$ cat src/rtl/mc_data_path.sv
// mc_data_path: multi-cycle MIPS datapath with IR/MDR/A/B/ALUOut staging registers,
// one shared memory port and one ALU, sequenced by an external control FSM.
module mc_data_path #(
    parameter int DW = 32,
    parameter int REG_NUM = 32,
    parameter logic [DW-1:0] RESET_PC = '0
) (
    input  logic          clk,
    input  logic          rst,
    input  logic          PCWrite,
    input  logic          PCWriteCond,
    input  logic          BranchNE,
    input  logic          IorD,
    input  logic          IRWrite,
    input  logic [1:0]    RegDst,
    input  logic [1:0]    MemtoReg,
    input  logic          RegWrite,
    input  logic          ALUSrcA,
    input  logic [1:0]    ALUSrcB,
    input  logic [2:0]    ALU_Control,
    input  logic [1:0]    PCSource,
    input  logic [DW-1:0] Data_in,
    output logic [DW-1:0] M_addr,
    output logic [DW-1:0] Data_out,
    output logic [31:0]   inst_out,
    output logic [DW-1:0] PC_out,
    output logic [DW-1:0] ALU_out,
    output logic          zero,
    output logic          overflow
);
    localparam int AW = REG_NUM > 1 ? $clog2(REG_NUM) : 1;

    logic [DW-1:0] pc, mdr, a, b, alu_out_r;
    logic [31:0]   ir;
    logic [DW-1:0] regs [REG_NUM];
    logic [AW-1:0] rs, rt, rd, wa;
    logic [DW-1:0] sext, src_a, src_b, sum, diff, res, wd, npc;
    logic          add_ov, sub_ov, pc_en;
    logic          unused;

    assign rs = ir[21 +: AW];
    assign rt = ir[16 +: AW];
    assign rd = ir[11 +: AW];
    assign wa = RegDst == 2'b01 ? rd : RegDst == 2'b10 ? AW'(31) : rt;
    assign wd = MemtoReg == 2'b01 ? mdr : MemtoReg == 2'b10 ? pc : alu_out_r;

    assign sext  = {{(DW-16){ir[15]}}, ir[15:0]};
    assign src_a = ALUSrcA ? a : pc;
    assign src_b = ALUSrcB == 2'b00 ? b :
                   ALUSrcB == 2'b01 ? DW'(DW / 8) :
                   ALUSrcB == 2'b10 ? sext : sext << 2;

    assign sum  = src_a + src_b;
    assign diff = src_a - src_b;
    assign res  = ALU_Control == 3'b000 ? src_a & src_b :
                  ALU_Control == 3'b001 ? src_a | src_b :
                  ALU_Control == 3'b010 ? sum :
                  ALU_Control == 3'b011 ? src_a ^ src_b :
                  ALU_Control == 3'b100 ? ~(src_a | src_b) :
                  ALU_Control == 3'b110 ? diff :
                  ALU_Control == 3'b111 ? DW'($signed(src_a) < $signed(src_b)) :
                  DW'(src_a < src_b);

    // Overflow: operands agree in sign (add) or differ (sub) and the result sign flips.
    assign add_ov   = (src_a[DW-1] == src_b[DW-1]) && (sum[DW-1] != src_a[DW-1]);
    assign sub_ov   = (src_a[DW-1] != src_b[DW-1]) && (diff[DW-1] != src_a[DW-1]);
    assign overflow = ALU_Control == 3'b010 ? add_ov : ALU_Control == 3'b110 ? sub_ov : 1'b0;
    assign zero     = res == '0;

    assign npc = PCSource == 2'b00 ? res :
                 PCSource == 2'b01 ? alu_out_r :
                 PCSource == 2'b10 ? {pc[DW-1:28], ir[25:0], 2'b00} : a;
    assign pc_en = PCWrite | (PCWriteCond & (zero ^ BranchNE));

    assign M_addr   = IorD ? alu_out_r : pc;
    assign Data_out = b;
    assign inst_out = ir;
    assign PC_out   = pc;
    assign ALU_out  = res;
    assign unused   = ^{ir, Data_in};

    always_ff @(posedge clk or negedge rst) begin
        if (!rst) begin
            pc        <= RESET_PC;
            ir        <= '0;
            mdr       <= '0;
            a         <= '0;
            b         <= '0;
            alu_out_r <= '0;
            for (int i = 0; i < REG_NUM; i++) regs[i] <= '0;
        end else begin
            mdr       <= Data_in;
            a         <= regs[rs];
            b         <= regs[rt];
            alu_out_r <= res;
            if (IRWrite) ir <= Data_in[31:0];
            if (pc_en) pc <= npc;
            // Register 0 is never written, so it always reads back as zero.
            if (RegWrite && wa != '0) regs[wa] <= wd;
        end
    end
endmodule

$ cat config.mk
export PLATFORM = sky130hd
export DESIGN_NAME = mc_data_path
export DESIGN_NICKNAME = d
export VERILOG_FILES = /design/src/rtl/mc_data_path.sv
export SDC_FILE = /design/constraint.sdc
export NUM_CORES = 2
export LEC_CHECK = 0
export ABC_AREA = 1
export ABC_CLOCK_PERIOD_IN_PS = 6550
export BUFFER_PORTS_ARGS = -buffer_cell sky130_fd_sc_hd__buf_2
export CORE_AREA = 4 4 532 534
export CTS_BUF_LIST = sky130_fd_sc_hd__clkbuf_8 sky130_fd_sc_hd__clkbuf_16
export CTS_CLUSTER_DIAMETER = 50
export DETAILED_ROUTE_END_ITERATION = 16
export DIE_AREA = 0 0 536 538
export PLACE_DENSITY = 0.37
export RECOVER_POWER = 25
export SYNTH_ARGS = -nofsm -noshare
export SYNTH_HDL_FRONTEND = slang
export SYNTH_SLANG_ARGS = --single-unit
$ cat constraint.sdc
create_clock -name clk -period 6.55 [get_ports clk]
set_clock_uncertainty 0.15 [all_clocks]
set_input_delay 1.31 -clock clk [delete_from_list [all_inputs] [get_ports clk]]
set_output_delay 1.31 -clock clk [all_outputs]
set_load 0.05 [all_outputs]
**Word level (Yosys, flattened, before mapping)**

Cells that the tools add are included.

- Register bits: 1216
- Input bits: 52
- Output and inout bits: 162
- Logic and storage cells: 116

- $add $sub $neg: 2
- Magnitude comparators: 6
- Eq/ne operators: 19
- Mux-type cells: 30
- Bitwise logic cells: 10
- Reductions and logical operators: 10

Operators with widths:

| kind | number |
|---|---|
| $bwmux W1024 | 1 |
| $mux W32 | 20 |
| $bmux W32 S5 | 2 |
| $demux W32 S5 | 1 |
| $lt A32 B32 Y1 | 2 |
| $add A32 B32 Y32 | 1 |
| $and A32 B32 Y32 | 1 |
| $logic_not A32 Y1 | 1 |
| $not A32 Y32 | 1 |
| $or A32 B32 Y32 | 1 |
| $sub A32 B32 Y32 | 1 |
| $xor A32 B32 Y32 | 1 |
| $ge A6 B6 Y1 const B | 3 |
| $not A5 Y6 | 3 |
| $mux W17 | 1 |
| $mux W5 | 2 |
| $eq A3 B3 Y1 const B | 3 |
| $eq A2 B1 Y1 const B | 4 |
| $eq A2 B2 Y1 const B | 4 |
| $eq A3 B2 Y1 const B | 2 |
| $lt A6 B1 Y1 const B | 1 |
| $reduce_bool A5 Y1 | 1 |
| $logic_and A1 B1 Y1 | 4 |
| $logic_not A2 Y1 | 2 |
| other kinds (10) | 14 |

**Longest topological paths before layout**

- Depth in word-level cells: 17
- Mapped depth: 34
- Mapped depth without buffers: 32

**Worst setup path before layout**

OpenSTA, ideal clock, no wires.

- Kind: input-to-output
- Start: in ALUSrcB[1]
- End: out zero
- Arrival time: 5.048 ns
- Data required time: 5.090 ns
- Slack: 0.042 ns
- Cell stages on the path: 24
- Buffers on the path: 3
- Cell sequence: clkbuf_1 nor2_1 clkbuf_1 a221oi_1 inv_1 ha_1 buf_4 nor2_2 inv_1 nor2_2 nand2_1 nor3_1 nand2_1 nand3_1 nand2_1 nand3_1 nand2_1 nand2_1 nand4_1 nor2_1 nand2_1 nor2_2 nand3_1 inv_1

- Elaborated cells on any way between the ends: 22
- Classes of those cells: 2 x add/sub; 2 x order compare; 2 x eq/ne; 10 x mux; 4 x bitwise; 2 x reduce/logical

RTL lines:

| what | line | source |
|---|---|---|
| start: declaration | 19 | `input logic [1:0] ALUSrcB,` |
| $eq A2 B2 Y1 | 51 | `ALUSrcB == 2'b10 ? sext : sext << 2;` |
| $mux W17 | 51 |  |
| $mux W32 | 50 | `ALUSrcB == 2'b01 ? DW'(DW / 8) :` |
| $mux W32 (*) | 49 | `assign src_b = ALUSrcB == 2'b00 ? b :` |
| $sub A32 B32 Y32 | 54 | `assign diff = src_a - src_b;` |
| $mux W32 | 60 | `ALU_Control == 3'b110 ? diff :` |
| $mux W32 | 59 | `ALU_Control == 3'b100 ? ~(src_a \| src_b) :` |
| $mux W32 | 58 | `ALU_Control == 3'b011 ? src_a ^ src_b :` |
| $mux W32 | 57 | `ALU_Control == 3'b010 ? sum :` |
| $mux W32 | 56 | `ALU_Control == 3'b001 ? src_a \| src_b :` |
| $mux W32 (*) | 55 | `assign res = ALU_Control == 3'b000 ? src_a & src_b :` |
| named net ALU_out[27] | 27 | `output logic [DW-1:0] ALU_out,` |
| $logic_not A32 Y1 (*) | 68 | `assign zero = res == '0;` |
| end: declaration | 28 | `output logic zero,` |

The timed path passes the listed nets; every way through them passes the cells marked *.

**Final worst setup path**

- Start: in ALUSrcB[1]
- End: out zero

- Word-level cells in the longest chain between the ends: 13
- Elaborated cells on any way between the ends: 22
- Classes of those cells: 2 x add/sub; 2 x order compare; 2 x eq/ne; 10 x mux; 4 x bitwise; 2 x reduce/logical

Ends and longest elaborated chain:

| what | line | source |
|---|---|---|
| $eq A2 B2 Y1 | 51 |  |
| $mux W17 | 51 |  |
| $mux W32 | 50 |  |
| $mux W32 (*) | 49 |  |
| $lt A32 B32 Y1 (on tied branches) | 62, 61 |  |
| $mux W1 | 61 | `ALU_Control == 3'b111 ? DW'($signed(src_a) < $signed(src_b)) :` |
| $mux W32 | 60 |  |
| $mux W32 | 59 |  |
| $mux W32 | 58 |  |
| $mux W32 | 57 |  |
| $mux W32 | 56 |  |
| $mux W32 (*) | 55 |  |
| $logic_not A32 Y1 (*) | 68 |  |

Every way passes the cells marked *; elsewhere a longest branch is shown, timed or not.

==> qor.csv <==
stage,metric,value,unit
cells_and_area,nets,9664,
yosys,muxShareOfSynthArea,0.163,%
power,power_density,425,mW/mm²
global_routing,grt_overflow_total,0,
yosys,syn_nets,9488,
cells_and_area,fin_cells,13400,
place,dpl.hpwl,241,mm
yosys,yosys-top-cells-area,"dfrtp_1, o21ai_0, a21oi_1, nand2_1, nor2_1",
yosys,synth_edf_count,0,
timing,period_share,98.3,%
cells_and_area,fin_util,30.4,%
yosys,synth-seq-cells,1216,
global_routing,grt_max_degree,150,
cells_and_area,area_growth,22.2,%
critical_path,cp_max_fo,7,
yosys,syn_avg_cell_area,7.41,µm²
hold_path,hp-class,reg -> reg,
power,comb_power_share,33.3,%
place,gp_congestion,0.982,
timing,max_freq,0.155,GHz
timing,worst_slew_pin_slew,3410,ps
yosys,synthSimpleGateAreaFrac,16.7,%
yosys,yosysTopAreaCell,dfrtp_1,
cells_and_area,num-fill-cells,29900,
route,avgViaCountPerCell,5.33,
die,ios,214,
global_routing,grt_first_pass_wirelength,532,mm
timing,final_max_slew_viol_count,525,
route,detail-route-antenna-nets,0,
cts,clk_pin_slew,50,ps
status,violations,"max-capacitance violations, max-slew violations",
route,dr.pass1.iters,6,
route,vias,71500,
place,dp.cells,13000,
route,drt_iter0_markers,8351,
timing,rsz0062_at_grt,yes,
critical_path,end_kind,primary output,
cts,cts_sinks,1216,
die,core,0.278,mm²
yosys,synth-adder-area-share,1.79,%
cts,clock-root-buffer,clkbuf_16,
yosys,synth_area,0.0692,mm²
timing,slew_headroom,-128,%
yosys,synth-compound-area-share,28.7,%
yosys,yosys.cell_types.count,53,
global_routing,antenna_found_initial,31,
cts,cts_buffer_depth,4,
yosys,netlist.area_leader.share,44.0,%
power,ir_drop,0.196,mV
critical_path,cp_slowest_cell,ha_2,
critical_path,slowest_delay,300,ps
yosys,synth_top_family_by_area,compound AO/OA/AOI/OAI gates,
yosys,yosys_warnings,0,
critical_path,cp-start-kind,input pin,
power,p_leak,0.0365,µW
timing,layout_min_cycle_time,6440,ps
die,initial_utilization,24.9,%
die,die_x,536,µm
flow_run,maxCapViolCount,6,
yosys,synthXorXnorAreaFrac,0.0380,%
power,swShare,39.8,%
critical_path,path_class,in -> out,
die,core.rowCount,194,
power,power.share.clock,31.4,%
power,intPower,21600,µW
route,totalWireLength,379,mm
timing,setup_violations,0,
critical_path,crit_required,5090,ps
cts,cts_htree_levels,4,
timing,finalHoldViolCount,0,
critical_path,arrival,4980,ps
yosys,ys_seq_area_share,44.0,%
critical_path,crit_family,simple AND/OR/NAND/NOR gates,
cts,cts_tree,done,
yosys,syn_inst,9338,
route,drc,0,
yosys,async_flop_share,100,%
place,io_buffers,213,
global_routing,grt_pass1_vias,67500,
cts,clock_latency,880,ps
power,sequentialPowerShare,35.3,%
global_routing,grt_usage,25.4,%
power,p_switching,14300,µW
die,die_h,538,µm
die,floorplan.die_area,0.288,mm²
yosys,synthFlopType,dfrtp_1,
critical_path,critPathBufInv,11,
cts,cts_made_buffers,194,
cells_and_area,drive_gt1_share,14.2,%
status,status,"complete, but fails checks",
route,wire_per_inst,28.3,µm
==> per-layer routing <==
| metal | track usage (%) | wire length, µm | share of wire, % |
|---|---|---|---|
| met4 | 7.85 | 13200 | 3.5 |
| met5 | 0 | 67 | 0.018 |
| met3 | 4.11 | 29400 | 7.7 |
| met1 | 36.1 | 171000 | 45 |
| met2 | 39.3 | 165000 | 44 |
==> path summary, 6_finish.rpt <==
kind                              start          to  slack [ps]  depth (start not counted)
setup / recovery             ALUSrcB[1]        zero         110                         29
hold / removal               regs[1018]  regs[1018]         250                          0
setup reg to reg           inst_out[14]  PC_out[31]        1630                         30
hold reg to reg              regs[1018]  regs[1018]         250                          0
max in group asynchronous           rst   regs[438]         900                          2
min in group asynchronous           rst   regs[934]        1390                          1
==> flip-flops by register name, summed over array words and instances, names as in the netlist <==
| name | flops |
|---|---|
| Data_out | 32 |
| inst_out | 32 |
| alu_out_r | 32 |
| mdr | 32 |
| a | 32 |
| PC_out | 32 |
| regs | 1024 |
==> Yosys cell counts, drive strengths merged, types with 9 or more instances <==
cell and n:
inv 711, buf 117, dfrtp 1216, o211ai 340
o221ai 92, nand4 42, o22ai 71, clkinv 12
nor3 25, a31oi 83, nand2 1311, o21ai 1919
a32oi 54, nor2 1202, a21oi 998, or2 9
clkbuf 700, ha 96, mux2 10, a221oi 15
o21bai 9, nand3 276
==> power groups by stage <==
stage | logic, µW | registers (µW) | clock network [µW]
2_1_floorplan | 7040 | 12200 | 0
3_3_place_gp | 11600 | 12700 | 0
3_5_place_dp | 11700 | 12700 | 0
4_1_cts | 11800 | 12600 | 11500
5_1_grt | 13200 | 13000 | 11800
6_report | 12000 | 12700 | 11300
==> cell families after synthesis <==
family,count (synthesis)
DFF,1216
AOI/OAI and AO/OA,3599
muxes,10
buffers and inverters,1540
and+or+nand+nor,2872
adders and majority gates,98
xor gates and xnor gates,3
==> final cells by class <==
cell class | count | area, µm² | area share, %
Clock inverter | 121 | 1610 | 1.90
Multi-Input combinational cell | 6582 | 33600 | 39.8
Timing Repair Buffer | 797 | 6110 | 7.22
Clock buffer | 225 | 5330 | 6.29
Antenna cell | 10 | 25.0 | 0.0296
Inverter | 723 | 2780 | 3.29
Sequential cell | 1216 | 30500 | 36.0
Tap cell | 3724 | 4660 | 5.51
==> cell usage in the layout (no fill, tap or decap), types with 82 or more instances in the layout <==
cell type  instances
buf_2            179
nand2_1         1279
a21oi_1          966
o21ai_0         1865
clkbuf_16        201
dfrtp_1         1206
a31oi_1           82
inv_1            699
buf_4            505
nand3_1          257
nor2_1          1130
ha_1              83
o221ai_1          89
o211ai_1         340
==> metrics by stage <==
stage	instance area [µm²]	setup slack [ps]	hold WS (ps)	power (µW)	setup TNS (ps)
floorplan	69200	41.5	302	19300	0
global placement	77000	-770	238	24200	-1470
detailed placement	77000	-747	239	24400	-1190
CTS	84000	-3.35	253	35900	-3.35
global route	84600	-56.3	260	38100	-56.3
finish	84600	108	249	35900	0
==> worst reg2reg max path, delay by kind of cell (launching register included) <==
family	cells	cell delay, ps
compound gates	2	430
buf+inv	8	1040
fa+ha+maj	1	280
simple gates	19	2450
flops	1	470
==> repair_timing <==
item	4_1_cts	5_1_grt
pin swaps	0	27
cloned	0	4
hold buffers	0	0
endpoints found under the setup margin	5	3
gates resized for setup	38	117
setup buffers	0	16
No activity file was read; power rests on OpenSTA's default activity.
